**src/rtl/hough_ctrl_pkg.sv**
```systemverilog
// Shared types and constants for the Hough lane-detection sequencer:
// state encoding, phase-vector widths and a parameter helper.
package hough_ctrl_pkg;

  typedef enum logic [3:0] {
    ST_IDLE,
    ST_WAIT_PIX,
    ST_V0,
    ST_V1,
    ST_V2,
    ST_V3,
    ST_PUSH,
    ST_POP,
    ST_SETUP,
    ST_CALC,
    ST_WR,
    ST_DONE
  } state_e;

  localparam int unsigned VOTE_PH_W  = 4;
  localparam int unsigned SETUP_PH_W = 3;
  localparam int unsigned PEAK_SEL_W = 2;

  // Number of LANES-wide groups needed to cover n items.
  function automatic int unsigned ceil_div(input int unsigned n, input int unsigned d);
    return (n + d - 1) / d;
  endfunction

endpackage

```
**src/rtl/hough_loop_cnt.sv**
```systemverilog
// Up-counter with programmable step; 'last' flags that one more step
// would reach or pass LIMIT. clr has priority over inc.
module hough_loop_cnt #(
  parameter int unsigned W     = 8,
  parameter int unsigned STEP  = 1,
  parameter int unsigned LIMIT = 2
) (
  input  logic         clk,
  input  logic         reset,
  input  logic         clr,
  input  logic         inc,
  output logic [W-1:0] cnt,
  output logic         last
);

  logic [W-1:0] cnt_q, cnt_d;
  logic [W:0]   sum;

  always_comb begin
    sum   = {1'b0, cnt_q} + (W+1)'(STEP);
    cnt_d = cnt_q;
    if (clr) begin
      cnt_d = '0;
    end else if (inc) begin
      cnt_d = sum[W-1:0];
    end
  end

  // NOTE: sequential state uses non-blocking assignments so every flop
  // samples the pre-edge values regardless of block ordering.
  always_ff @(posedge clk) begin
    if (reset) begin
      cnt_q <= '0;
    end else begin
      cnt_q <= cnt_d;
    end
  end

  assign cnt  = cnt_q;
  assign last = (32'(sum) >= LIMIT);

endmodule

```
**src/rtl/hough_seq_ctrl.sv**
```systemverilog
// Sequencer for the Hough datapath: per-pixel theta vote sweep, peak push,
// then per-peak line setup and J_LIMIT-point draw loop.
module hough_seq_ctrl
  import hough_ctrl_pkg::*;
#(
  parameter int unsigned N_THETA = 180,
  parameter int unsigned LANES   = 2,
  parameter int unsigned J_LIMIT = 1000,
  parameter int unsigned N_PEAKS = 2,
  parameter int unsigned THETA_W = 8,
  parameter int unsigned J_W     = 10
) (
  input  logic                  clk,
  input  logic                  reset,
  input  logic                  start,
  input  logic                  abort,
  input  logic                  pix_valid,
  output logic                  pix_ready,
  input  logic                  pix_last,
  output logic                  acc_clr,
  output logic [VOTE_PH_W-1:0]  vote_ph,
  output logic [THETA_W-1:0]    theta_base,
  output logic [LANES-1:0]      lane_en,
  output logic                  vote_we,
  output logic                  q_push,
  output logic [PEAK_SEL_W-1:0] peak_sel,
  input  logic                  q_empty,
  output logic                  q_pop,
  output logic [SETUP_PH_W-1:0] setup_ph,
  output logic [J_W-1:0]        j,
  output logic                  draw_we,
  output logic                  busy,
  output logic                  done
);

  state_e     state_q, state_d;
  logic       last_pix_q, last_pix_d;
  logic [1:0] setup_cnt_q, setup_cnt_d;
  logic       acc_clr_q, acc_clr_d;
  logic       q_pop_q, q_pop_d;

  logic                  theta_clr, theta_inc, theta_last;
  logic                  peak_clr, peak_inc, peak_last;
  logic                  j_clr, j_inc, j_last;
  logic [THETA_W-1:0]    theta_cnt;
  logic [PEAK_SEL_W-1:0] peak_cnt;
  logic [J_W-1:0]        j_cnt;
  logic                  in_vote;

  hough_loop_cnt #(.W(THETA_W), .STEP(LANES), .LIMIT(N_THETA)) u_theta_cnt (
    .clk(clk), .reset(reset), .clr(theta_clr), .inc(theta_inc),
    .cnt(theta_cnt), .last(theta_last)
  );

  hough_loop_cnt #(.W(PEAK_SEL_W), .STEP(1), .LIMIT(N_PEAKS)) u_peak_cnt (
    .clk(clk), .reset(reset), .clr(peak_clr), .inc(peak_inc),
    .cnt(peak_cnt), .last(peak_last)
  );

  hough_loop_cnt #(.W(J_W), .STEP(1), .LIMIT(J_LIMIT)) u_j_cnt (
    .clk(clk), .reset(reset), .clr(j_clr), .inc(j_inc),
    .cnt(j_cnt), .last(j_last)
  );

  // NOTE: every variable gets a default before the case so no path leaves
  // it unassigned, which would otherwise infer a latch.
  always_comb begin
    state_d     = state_q;
    last_pix_d  = last_pix_q;
    setup_cnt_d = setup_cnt_q;
    acc_clr_d   = 1'b0;
    q_pop_d     = 1'b0;
    theta_clr   = 1'b0;
    theta_inc   = 1'b0;
    peak_clr    = 1'b0;
    peak_inc    = 1'b0;
    j_clr       = 1'b0;
    j_inc       = 1'b0;

    unique case (state_q)
      ST_IDLE: begin
        if (start) begin
          acc_clr_d = 1'b1;
          theta_clr = 1'b1;
          state_d   = ST_WAIT_PIX;
        end
      end
      ST_WAIT_PIX: begin
        if (pix_valid) begin
          last_pix_d = pix_last;
          theta_clr  = 1'b1;
          state_d    = ST_V0;
        end
      end
      ST_V0: state_d = ST_V1;
      ST_V1: state_d = ST_V2;
      ST_V2: state_d = ST_V3;
      ST_V3: begin
        theta_inc = 1'b1;
        if (!theta_last) begin
          state_d = ST_V0;
        end else if (last_pix_q) begin
          peak_clr = 1'b1;
          state_d  = ST_PUSH;
        end else begin
          state_d = ST_WAIT_PIX;
        end
      end
      ST_PUSH: begin
        if (peak_last) begin
          state_d = ST_POP;
        end else begin
          peak_inc = 1'b1;
        end
      end
      ST_POP: begin
        // q_pop is registered, so the pop strobe lands in the first setup cycle.
        if (q_empty) begin
          state_d = ST_DONE;
        end else begin
          q_pop_d     = 1'b1;
          setup_cnt_d = 2'd0;
          state_d     = ST_SETUP;
        end
      end
      ST_SETUP: begin
        j_clr = 1'b1;
        if (setup_cnt_q == 2'd2) begin
          setup_cnt_d = 2'd0;
          state_d     = ST_CALC;
        end else begin
          setup_cnt_d = setup_cnt_q + 2'd1;
        end
      end
      ST_CALC: state_d = ST_WR;
      ST_WR: begin
        if (j_last) begin
          state_d = ST_POP;
        end else begin
          j_inc   = 1'b1;
          state_d = ST_CALC;
        end
      end
      ST_DONE: begin
        theta_clr  = 1'b1;
        peak_clr   = 1'b1;
        j_clr      = 1'b1;
        last_pix_d = 1'b0;
        state_d    = ST_IDLE;
      end
      default: state_d = ST_IDLE;
    endcase

    // Abort overrides everything decoded above, including start and the stream.
    if (abort) begin
      state_d     = ST_IDLE;
      last_pix_d  = 1'b0;
      setup_cnt_d = 2'd0;
      acc_clr_d   = 1'b0;
      q_pop_d     = 1'b0;
      theta_clr   = 1'b1;
      theta_inc   = 1'b0;
      peak_clr    = 1'b1;
      peak_inc    = 1'b0;
      j_clr       = 1'b1;
      j_inc       = 1'b0;
    end
  end

  always_ff @(posedge clk) begin
    if (reset) begin
      state_q     <= ST_IDLE;
      last_pix_q  <= 1'b0;
      setup_cnt_q <= 2'd0;
      acc_clr_q   <= 1'b0;
      q_pop_q     <= 1'b0;
    end else begin
      state_q     <= state_d;
      last_pix_q  <= last_pix_d;
      setup_cnt_q <= setup_cnt_d;
      acc_clr_q   <= acc_clr_d;
      q_pop_q     <= q_pop_d;
    end
  end

  // Outputs depend only on flops, never directly on inputs.
  always_comb begin
    in_vote = (state_q == ST_V0) || (state_q == ST_V1) ||
              (state_q == ST_V2) || (state_q == ST_V3);
    unique case (state_q)
      ST_V0:   vote_ph = 4'b0001;
      ST_V1:   vote_ph = 4'b0010;
      ST_V2:   vote_ph = 4'b0100;
      ST_V3:   vote_ph = 4'b1000;
      default: vote_ph = 4'b0000;
    endcase
    for (int unsigned i = 0; i < LANES; i++) begin
      lane_en[i] = in_vote && ((32'(theta_cnt) + i) < N_THETA);
    end
    pix_ready  = (state_q == ST_WAIT_PIX);
    acc_clr    = acc_clr_q;
    theta_base = theta_cnt;
    vote_we    = (state_q == ST_V3);
    q_push     = (state_q == ST_PUSH);
    peak_sel   = (state_q == ST_PUSH) ? peak_cnt : '0;
    q_pop      = q_pop_q;
    setup_ph   = (state_q == ST_SETUP) ? (3'b001 << setup_cnt_q) : 3'b000;
    j          = j_cnt;
    draw_we    = (state_q == ST_WR);
    busy       = (state_q != ST_IDLE);
    done       = (state_q == ST_DONE);
  end

endmodule

```
**config.mk**
```make
export PLATFORM = sky130hd
export DESIGN_NAME = hough_seq_ctrl
export DESIGN_NICKNAME = d
export VERILOG_FILES = /design/src/rtl/hough_ctrl_pkg.sv /design/src/rtl/hough_loop_cnt.sv /design/src/rtl/hough_seq_ctrl.sv
export SDC_FILE = /design/constraint.sdc
export NUM_CORES = 1
export LEC_CHECK = 0
export CAP_MARGIN = 20
export CORE_MARGIN = 3
export CORE_UTILIZATION = 36
export DETAILED_ROUTE_END_ITERATION = 6
export GPL_TIMING_DRIVEN = 0
export PLACE_DENSITY = 0.64
export SETUP_SLACK_MARGIN = 0.3
export SYNTH_ARGS = -nofsm -noshare
export SYNTH_HDL_FRONTEND = slang
export SYNTH_SLANG_ARGS = --single-unit
```
**constraint.sdc**
```tcl
create_clock -name clk -period 2 [get_ports clk]
set_clock_uncertainty 0.15 [all_clocks]
set_input_delay 0.5 -clock clk [delete_from_list [all_inputs] [get_ports clk]]
set_output_delay 0.5 -clock clk [all_outputs]
set_load 0.02 [all_outputs]
```
==> results.tsv, run 1 <==
stage	metric	value	unit
logic_synthesis	Netlist cell types	50	
die	core area	4880	µm²
logic_synthesis	Synth Area in Compound Gates	0.164	
route	vias per std cell	5.58	
final_layout	ANT cells	0	
final_layout	Util after Layout	0.741	
critical_path	cells along the critical path	buf_6 > or2_4 > clkbuf_16 > or3_4 > buf_6	
cts	Worst-Skew Late Latency	290	ps
logic_synthesis	Seq/Total Area, Yosys	0.297	
logic_synthesis	largest family of logic cells by synthesized area	simple AND/OR/NAND/NOR gates	
sta	Post-Route Setup TNS	-4280	ps
logic_synthesis	yosys warns	0	
power_and_ir_drop	maximum vdd drop	0.216	mV
logic_synthesis	post-synthesis adder-cell area fraction	0.0265	
sta	final worst path period share	1.14	
run	max-cap violations	0	
critical_path	worst-path fanout max	4	
critical_path	Worst Setup End Kind	output pin	
logic_synthesis	Yosys reg bits	28	
cts	clock buffer depth	2	
sta	RSZ-0062 raised after global routing	true	
logic_synthesis	number of synthesized flops with an enable pin	0	
grt	initial antenna violation count	0	
critical_path	nature of the critical path startpoint	register	
die	row count	25	
final_layout	Final Cell Area	3620	µm²
critical_path	CP Class	reg2out	
sta	PnR worst setup slack	-286	ps
final_layout	commonest non-fill, non-tap cell in the layout	buf_4	
placement	Post-DP Area	2570	µm²
critical_path	crit-path max cell delay	370	ps
grt	vias in the first global route	2278	
logic_synthesis	dominant synthesized flop cell	dfxtp_1	
cts	CTS buffer count	3	
final_layout	FILL cells	336	
grt	first-pass GRT wire length	11300	µm
placement	Placer Congestion	0.882	
sta	min cycle time layout	2290	ps
status	failing checks	setup timing	
grt	largest net degree at the start of global routing	16	
cts	CTS tree	built	
sta	FMAX	437	MHz
die	full die area	6150	µm²
power_and_ir_drop	PwrDens	302	nW/µm²
route	vias	2300	
logic_synthesis	Synth Area in XOR/XNOR	0.0464	
logic_synthesis	syn nets	257	
final_layout	Final #Nets	357	
route	DRC	0	
critical_path	cell family with most CP delay	simple AND/OR/NAND/NOR gates	
route	Pre-antenna DRT Iters	4	
critical_path	most used cell, CP	buf_6	
final_layout	layout cell share with drive strength beyond 1	0.577	
route	DR WL/cell	17.2	µm
die	Die X	78.4	µm
cts	clk sinks	28	
sta	Final Hold Viols	0	
final_layout	P&R area growth vs syn	91.6	%
grt	GRT Total Usage	0.228	
route	initial DRC count	197	
die	Initial Utilization	0.387	
cts	CTS HTree Levels	1	
critical_path	WP buf/inv	3	
grt	grt total ovfl	0	
final_layout	Register Area	608	µm²
final_layout	most frequent cells in the layout	39 x buf_4, 37 x buf_6, 20 x nand2_1, 17 x nor2_1, 13 x nor2_4	
sta	fin. max-slew vios	0	
placement	DP HPWL	3880	µm
placement	# port buffers	41	
final_layout	area of the multi-input gates	1800	µm²
sta	Final setup viols	29	
critical_path	required time worst endpoint	1350	ps
logic_synthesis	Async SR Flop Fraction	0	
sta	Slew headroom	0.476	
status	status	finished with violations	
logic_synthesis	mux share of post-synthesis cell area	0.0583	
logic_synthesis	Synth Instances	246	
route	Routed Antenna Nets	0	
critical_path	Reg2Reg Setup Slack	-180	ps
sta	worst-margin pin slew	781	ps
logic_synthesis	synthesized cell area	1890	µm²
die	Die Height	78.4	µm
cts	Clk pin slew, worst setup/hold paths	110	ps
cts	Root Driver	clkbuf_8	
worst_hold_path	HP Class	reg2reg	
logic_synthesis	Avg Cell Area, Syn	7.68	µm²
route	WL final	7100	µm
critical_path	Worst EP arrival	1640	ps
power_and_ir_drop	Pleak	0.00136	µW
logic_synthesis	post-synthesis simple-gate area fraction	0.354	
critical_path	slowest CP cell	or3_4	
die	I/O pins	44	
[metrics by stage]
step           cells  setup slack [ps]  hold slack, ps  power [µW]
6_report         412              -286             357        1090
5_1_grt          412              -313             392        1130
3_3_place_gp     354              -530             341         674
2_1_floorplan    246             -24.4             329         633
4_1_cts          398              -293             367        1080
3_5_place_dp     354              -530             348         674
[report_power, final]
group	switching, µW	internal, µW	total [µW]
combinational	86.9	76.9	164
clock	199	177	376
sequential	4.18	550	554
total	290	804	1090
[cell type report]
cell class,count,share of cell area
flip-flops and latches,28,0.168
clock buffers,4,0.0152
repair buffers,95,0.247
plain buffers,15,0.0422
multi-input cells,198,0.498
inverters,5,0.00657
well taps,67,0.0232
[state kept, by name, summed over array words and instances (netlist names)]
| signal | count |
|---|---|
| acc_clr | 1 |
| u_j_cnt.cnt | 10 |
| q_pop | 1 |
| last_pix_q | 1 |
| setup_cnt_q | 2 |
| state_q | 4 |
| u_peak_cnt.cnt | 2 |
| u_theta_cnt.cnt | 7 |
[layer usage]
layer / vias to the layer above / wire (µm) / track usage
li1: 1086 / - / -
met4: 0 / 220 / 0.0874
met2: 89 / 3570 / 0.381
met3: 19 / 380 / 0.0321
met1: 1106 / 2940 / 0.295
met5: - / 0 / 0
[worst reg2reg max path, stage by stage, from the launching register on]
cell and delay, ps:
dfxtp_4 400, ha_4 180, and3_4 220, nand2_4 60, o22a_1 250, a211oi_4 410, buf_6 220, o41ai_4 90
a21oi_2 140
[timing repair]
item                                    4_1_cts  5_1_grt
hold buffers                                  0        0
endpoints found under the setup margin       61       55
resized for setup                           230       61
buffers inserted                             39       14
endpoints found under the hold margin         0        0
gates cloned                                  1        0
pin swaps                                    50       39
[logic make-up after synthesis]
logic type               after synthesis
AND/OR/NAND/NOR                      128
adder cells (fa/ha/maj)                4
flip-flops                            28
buffers and inverters                 20
other                                  1
XOR/XNOR                              10
multiplexers                          11
AO/OA/AOI/OAI                         44
[worst paths after layout]
check	endpoint	from	cells after the start
max	busy	state_q[3]	5
min	u_j_cnt.cnt[7]	u_j_cnt.cnt[7]	2
max reg2reg	u_j_cnt.cnt[8]	u_j_cnt.cnt[0]	8
min reg2reg	u_j_cnt.cnt[7]	u_j_cnt.cnt[7]	2
[cells in the mapped netlist, drive strengths merged, types with 2 or more instances]
| cell type | number | share of area |
|---|---|---|
| nor2b | 2 | 0.0066 |
| xnor2 | 8 | 0.037 |
| a22oi | 2 | 0.0079 |
| or2 | 5 | 0.018 |
| mux2i | 11 | 0.058 |
| or3 | 11 | 0.036 |
| a221oi | 3 | 0.014 |
| xor2 | 2 | 0.0093 |
| nand2 | 25 | 0.050 |
| nand3 | 6 | 0.016 |
| clkbuf | 10 | 0.020 |
| o21ai | 7 | 0.019 |
| a31oi | 4 | 0.013 |
| or4 | 5 | 0.020 |
| dfxtp | 28 | 0.30 |
| nor2 | 36 | 0.072 |
| ha | 4 | 0.027 |
| nor3b | 2 | 0.0079 |
| inv | 5 | 0.0099 |
| a211oi | 5 | 0.023 |
| nor4b | 4 | 0.019 |
| o31ai | 4 | 0.016 |
| a21oi | 8 | 0.021 |
| and3 | 3 | 0.0099 |
| buf | 5 | 0.023 |
| nor3 | 13 | 0.034 |
| nand4 | 4 | 0.013 |
| nand2b | 8 | 0.034 |
Note: power is estimated with default switching activity, not from simulation.
==> run 2, diff against run 1 <==
--- a/config.mk
+++ b/config.mk
@@ -10,7 +10,8 @@
 export CORE_UTILIZATION = 36
 export DETAILED_ROUTE_END_ITERATION = 6
 export GPL_TIMING_DRIVEN = 0
-export PLACE_DENSITY = 0.64
+export PLACE_DENSITY_LB_ADDON = 0.15
+export REMOVE_ABC_BUFFERS = 1
 export SETUP_SLACK_MARGIN = 0.3
 export SYNTH_ARGS = -nofsm -noshare
 export SYNTH_HDL_FRONTEND = slang
==> results.tsv, run 2 (synthesis results as in run 1) <==
stage	metric	value	unit	change
critical_path	CP Class	reg2reg		
cts	clock buffer depth	2		unchanged
route	DR WL/cell	18.3	µm	+6.2%
critical_path	required time worst endpoint	2030	ps	+680 ps
placement	# port buffers	42		+2.4%
sta	final worst path period share	1.16		+0.0190
sta	Final Hold Viols	0		unchanged
grt	largest net degree at the start of global routing	16		unchanged
sta	Post-Route Setup TNS	-3670	ps	+605 ps
die	Die Height	78.4	µm	unchanged
grt	M1 GR Usage	0.276		-0.0190
die	full die area	6150	µm²	unchanged
sta	min cycle time layout	2320	ps	+38.0 ps
die	core area	4880	µm²	unchanged
critical_path	slowest CP cell	a211oi_4		
worst_hold_path	hold_sp	u_j_cnt.cnt[1]		
power_and_ir_drop	maximum vdd drop	0.260	mV	+21%
critical_path	Worst Setup End Kind	register		
power_and_ir_drop	Reg power frac	0.506		about the same
route	vias	2403		+4.5%
sta	RSZ-0062 raised after global routing	true		
placement	Placer Congestion	0.804		-8.9%
final_layout	ANT cells	0		unchanged
critical_path	worst-path fanout max	5		+1
final_layout	most frequent cells in the layout	53 x buf_4, 27 x buf_6, 22 x nor2_1, 21 x nand2_1, 13 x dfxtp_4		
placement	DP HPWL	3570	µm	-7.8%
final_layout	Final #Nets	355		-0.56%
sta	fin. max-slew vios	0		unchanged
run	max-cap violations	0		unchanged
grt	first-pass GRT wire length	10700	µm	-5.7%
grt	initial antenna violation count	0		unchanged
critical_path	Reg-to-Reg Start	u_j_cnt.cnt[0]		
cts	CTS buffer count	3		unchanged
final_layout	P&R area growth vs syn	81.0	%	
power_and_ir_drop	Gate power share	0.158		+0.008
route	WL final	7510	µm	+5.7%
grt	met3 Use GR	0.0344		+0.00229
power_and_ir_drop	PwrDens	318	nW/µm²	+5.3%
route	vias per std cell	5.86		+5.0%
status	status	finished with violations		
cts	CTS HTree Levels	1		unchanged
die	row count	25		unchanged
cts	clk sinks	28		unchanged
sta	FMAX	430	MHz	-1.6%
critical_path	Worst Setup EP	state_q[3]		
power_and_ir_drop	clock power share	0.336		-0.008
cts	Clk pin slew, worst setup/hold paths	110	ps	about the same
critical_path	Worst EP arrival	2360	ps	+720 ps
placement	Setup WS pre-CTS	-746	ps	-216 ps
critical_path	Reg2Reg Setup Slack	-320	ps	-140 ps
grt	grt total ovfl	0		unchanged
final_layout	layout cell share with drive strength beyond 1	0.557		-0.0200
route	Pre-antenna DRT Iters	5		+1
critical_path	cell count along the critical path	8		+3
power_and_ir_drop	Sw Share	0.262		-0.00311
critical_path	crit-path max cell delay	460	ps	+90 ps
die	Initial Utilization	0.387		unchanged
sta	Final setup viols	19		-34%
grt	GRT Total Usage	0.211		-0.0164
cts	Worst-Skew Late Latency	280	ps	about the same
power_and_ir_drop	Int Power	803	µW	-0.12%
final_layout	commonest non-fill, non-tap cell in the layout	buf_4		
critical_path	r2r endpoint	state_q[3]		
sta	PnR worst setup slack	-324	ps	-38.0 ps
critical_path	nature of the critical path startpoint	register		
grt	met2 usage	0.365		-0.0163
worst_hold_path	HP Class	reg2reg		
power_and_ir_drop	Psw	285	µW	-1.7%
cts	CTS tree	built		
grt	vias in the first global route	2200		-3.4%
cts	Hold Buf Count CTS	0		unchanged
critical_path	WP buf/inv	1		-2
power_and_ir_drop	Pleak	0.00124	µW	-8.8%
final_layout	number of flip-flops in the largest register	10		unchanged
critical_path	R2R cell count	8		unchanged
die	I/O pins	44		unchanged
critical_path	CP Launch Point	u_j_cnt.cnt[0]		
cts	Root Driver	clkbuf_8		
status	failing checks	setup timing		
die	Die X	78.4	µm	unchanged
route	DRC	0		unchanged
critical_path	cells along the critical path	ha_4 > and3_4 > nand2_2 > o22a_4 > a211oi_4 > buf_4 > o311a_1 > a211oi_2		
grt	GRT Max-Usage Layer	met2		
critical_path	cell family with most CP delay	compound AO/OA/AOI/OAI gates		
route	Routed Antenna Nets	0		unchanged
route	initial DRC count	244		+24%
==> run 2: through the flow <==
| stage | instances | hold slack, ps | cell area [µm²] | power (µW) | utilization |
|---|---|---|---|---|---|
| after floorplan | 231 | 313 | 1810 | 632 | - |
| after global placement | 340 | 335 | 2310 | 677 | 0.474 |
| after detailed placement | 341 | 347 | 2320 | 677 | 0.475 |
| after CTS | 385 | 365 | 3010 | 1050 | 0.618 |
| after global routing | 410 | 399 | 3420 | 1130 | 0.700 |
| final | 410 | 363 | 3420 | 1090 | 0.700 |
==> run 2: area by class of cell <==
| type | count | area, µm² |
|---|---|---|
| Timing Repair Buffer | 107 | 931 |
| Multi-Input combinational cell | 199 | 1710 |
| Tap cell | 67 | 83.8 |
| Clock buffer | 4 | 55.1 |
| Inverter | 5 | 21.3 |
| Fill cell | 372 | 1460 |
| Sequential cell | 28 | 618 |
==> run 2: worst min path at each step <==
stage / endpoint / slack (ps) / depth (start not counted)
finish: u_j_cnt.cnt[1] / 360 / 2
global route: u_j_cnt.cnt[7] / 400 / 2
CTS: u_j_cnt.cnt[1] / 360 / 2
detailed placement: u_peak_cnt.cnt[1] / 350 / 2
global placement: u_peak_cnt.cnt[1] / 330 / 2
floorplan: u_peak_cnt.cnt[1] / 310 / 2
==> run 2: per-layer routing <==
layer  vias to the layer above  wire length, µm
met4                         0              240
met1                      1185             3120
met2                       107             3700
met3                        25              445
met5                         -                0
li1                       1086                -
==> run 2: timing repair <==
item                       CTS  global route
gates resized for setup    233            73
buffers inserted            39            25
cloned                       1             0
pin swaps                   17            21
setup endpoints to repair   62            52
==> run 2: power groups by stage <==
stage               Sequential (µW)  Combinational (µW)  Clock (µW)
floorplan                       581                50.3           0
global placement                583                94.7           0
finish                          551                 172         365
detailed placement              583                94.1           0
CTS                             552                 126         367
global route                    552                 180         398
==> run 2: worst register-to-register path: stages, from the launching register on <==
cell and delay [ps]:
dfxtp_4 390, ha_4 180, and3_4 210, nand2_2 100
o22a_4 290, a211oi_4 460, buf_4 220, o311a_1 190
a211oi_2 40
==> run 3, diff against run 2 <==
--- a/config.mk
+++ b/config.mk
@@ -8,11 +8,13 @@
 export CAP_MARGIN = 20
 export CORE_MARGIN = 3
 export CORE_UTILIZATION = 36
+export CTS_CLUSTER_SIZE = 10
 export DETAILED_ROUTE_END_ITERATION = 6
 export GPL_TIMING_DRIVEN = 0
 export PLACE_DENSITY_LB_ADDON = 0.15
 export REMOVE_ABC_BUFFERS = 1
-export SETUP_SLACK_MARGIN = 0.3
+export SETUP_SLACK_MARGIN = 0.2
+export SKIP_CTS_REPAIR_TIMING = 1
 export SYNTH_ARGS = -nofsm -noshare
 export SYNTH_HDL_FRONTEND = slang
 export SYNTH_SLANG_ARGS = --single-unit
==> results.tsv, run 3 (synthesis results as in run 1) <==
stage	metric	value	unit	change
placement	DP HPWL	3570	µm	unchanged
status	status	finished with violations		
final_layout	ANT cells	0		unchanged
route	Routed Antenna Nets	0		unchanged
die	Initial Utilization	0.387		unchanged
sta	fin. max-slew vios	0		unchanged
cts	CTS HTree Levels	1		unchanged
critical_path	R2R cell count	8		unchanged
route	vias	2211		-8.0%
cts	Clk pin slew, worst setup/hold paths	100	ps	about the same
status	failing checks	setup timing		
die	full die area	6150	µm²	unchanged
final_layout	Final #Nets	333		-6.2%
cts	CTS tree	built		
power_and_ir_drop	clock power share	0.340		+0.004
sta	RSZ-0062 raised after global routing	true		
critical_path	CP Launch Point	u_j_cnt.cnt[2]		
final_layout	Util after Layout	0.665		-0.0356
grt	largest net degree at the start of global routing	16		unchanged
route	DRC	0		unchanged
sta	Slew headroom	0.633		
grt	vias in the first global route	1777		-19%
power_and_ir_drop	Gate power share	0.143		-0.015
grt	GRT Total Usage	0.168		-0.0427
grt	first-pass GRT wire length	8600	µm	-19%
power_and_ir_drop	Sw Share	0.259		-0.00295
grt	grt total ovfl	0		unchanged
sta	min cycle time layout	2360	ps	+40.9 ps
critical_path	nature of the critical path startpoint	register		
sta	FMAX	423	MHz	-1.7%
critical_path	Worst Setup EP	state_q[1]		
power_and_ir_drop	Pleak	0.00147	µW	+19%
die	Die X	78.4	µm	unchanged
sta	PnR worst setup slack	-365	ps	-40.9 ps
sta	Final Hold Viols	0		unchanged
die	row count	25		unchanged
power_and_ir_drop	PwrDens	330	nW/µm²	+3.7%
final_layout	layout cell share with drive strength beyond 1	0.449		-0.108
critical_path	worst-path fanout max	11		+6
sta	final worst path period share	1.18		+0.0205
final_layout	commonest non-fill, non-tap cell in the layout	buf_4		
critical_path	CP Class	reg2reg		
route	Pre-antenna DRT Iters	4		-1
placement	Setup WS pre-CTS	-746	ps	unchanged
sta	worst-margin pin slew	549	ps	
critical_path	Reg-to-Reg Start	u_j_cnt.cnt[2]		
critical_path	r2r endpoint	state_q[1]		
cts	Worst-Skew Late Latency	280	ps	about the same
cts	CTS buffer count	3		unchanged
worst_hold_path	HP Class	reg2reg		
sta	Final setup viols	25		+6
power_and_ir_drop	Reg power frac	0.517		+0.011
critical_path	Worst Setup End Kind	register		
die	Die Height	78.4	µm	unchanged
route	DR WL/cell	16.9	µm	-7.6%
route	vias per std cell	5.70		-2.8%
placement	Placer Congestion	0.804		unchanged
final_layout	most frequent cells in the layout	31 x buf_4, 26 x buf_6, 23 x nand2_1, 21 x nor2_1, 20 x dlymetal6s2s_1		
cts	clock buffer depth	2		unchanged
die	I/O pins	44		unchanged
final_layout	number of flip-flops in the largest register	10		unchanged
critical_path	Reg2Reg Setup Slack	-360	ps	-40 ps
critical_path	required time worst endpoint	2030	ps	about the same
critical_path	Worst EP arrival	2400	ps	+40 ps
cts	Root Driver	clkbuf_8		
final_layout	FILL cells	392		+5.4%
route	initial DRC count	187		-23%
power_and_ir_drop	Psw	278	µW	-2.7%
placement	# port buffers	42		unchanged
route	WL final	6570	µm	-13%
power_and_ir_drop	maximum vdd drop	0.306	mV	+18%
grt	initial antenna violation count	0		unchanged
cts	clk sinks	28		unchanged
power_and_ir_drop	Int Power	793	µW	-1.2%
run	max-cap violations	0		unchanged
die	core area	4880	µm²	unchanged
final_layout	P&R area growth vs syn	71.8	%	
## run 3: changes by cell type in the layout (fill, tap and decap cells not counted), moves of 3 or more
cell | previous run | this run
buf_4 | 53 | 31
dlymetal6s2s_1 | 0 | 20
nand2_2 | 4 | 1
dlygate4sd2_1 | 3 | 0
dfxtp_4 | 13 | 10
dfxtp_1 | 8 | 11
clkbuf_2 | 8 | 1
clkdlybuf4s15_1 | 4 | 0
## run 3: stage by stage
| stage | cell area (µm²) | cells | setup TNS [ps] | power [µW] | hold slack [ps] |
|---|---|---|---|---|---|
| floorplan | 1810 | 231 | -4970 | 632 | 313 |
| global placement | 2310 | 340 | -21140 | 677 | 335 |
| detailed placement | 2320 | 341 | -19600 | 677 | 347 |
| CTS | 2370 | 345 | -22920 | 1030 | 368 |
| global route | 3240 | 388 | -6140 | 1110 | 407 |
| finish | 3240 | 388 | -4660 | 1070 | 362 |
## run 3: worst min path at each step
stage / end / cells after the start / slack [ps] / start
6_report: u_j_cnt.cnt[1] / 2 / 360 / u_j_cnt.cnt[1]
5_1_grt: u_j_cnt.cnt[2] / 2 / 410 / u_j_cnt.cnt[2]
4_1_cts: u_j_cnt.cnt[1] / 2 / 370 / u_j_cnt.cnt[1]
3_5_place_dp: u_peak_cnt.cnt[1] / 2 / 350 / u_peak_cnt.cnt[1]
3_3_place_gp: u_peak_cnt.cnt[1] / 2 / 330 / u_peak_cnt.cnt[1]
2_1_floorplan: u_peak_cnt.cnt[1] / 2 / 310 / u_peak_cnt.cnt[1]
## run 3: critical path, cell delays in order (launching register included)
cell      delay (ps)
dfxtp_4          400
nand4_1          230
buf_4            230
nor4_2           270
nand2_1          140
a211oi_4         320
buf_12           170
a221oi_1          90
a221oi_1         270
## run 3: area by class of cell
cell class | count | area, µm² | area share
inverter | 5 | 21.3 | 0.00656
multi-input combinational | 199 | 1620 | 0.500
tap | 67 | 83.8 | 0.0258
clock buffer | 4 | 55.1 | 0.0170
timing repair buffer | 85 | 856 | 0.264
sequential | 28 | 607 | 0.187
## run 3: power groups by stage
stage	combinational, µW	sequential, µW	clock, µW
2_1_floorplan	50.3	581	0
3_3_place_gp	94.7	583	0
3_5_place_dp	94.1	583	0
4_1_cts	94.8	569	368
5_1_grt	162	554	395
6_report	153	553	364
## run 3: per-layer routing
| layer | wire length [µm] | up-vias | track usage |
|---|---|---|---|
| met2 | 3280 | 93 | 0.266 |
| met3 | 434 | 21 | 0.0378 |
| met5 | 0 | - | 0 |
| met4 | 189 | 0 | 0.0332 |
| met1 | 2660 | 1053 | 0.236 |
| li1 | - | 1044 | - |
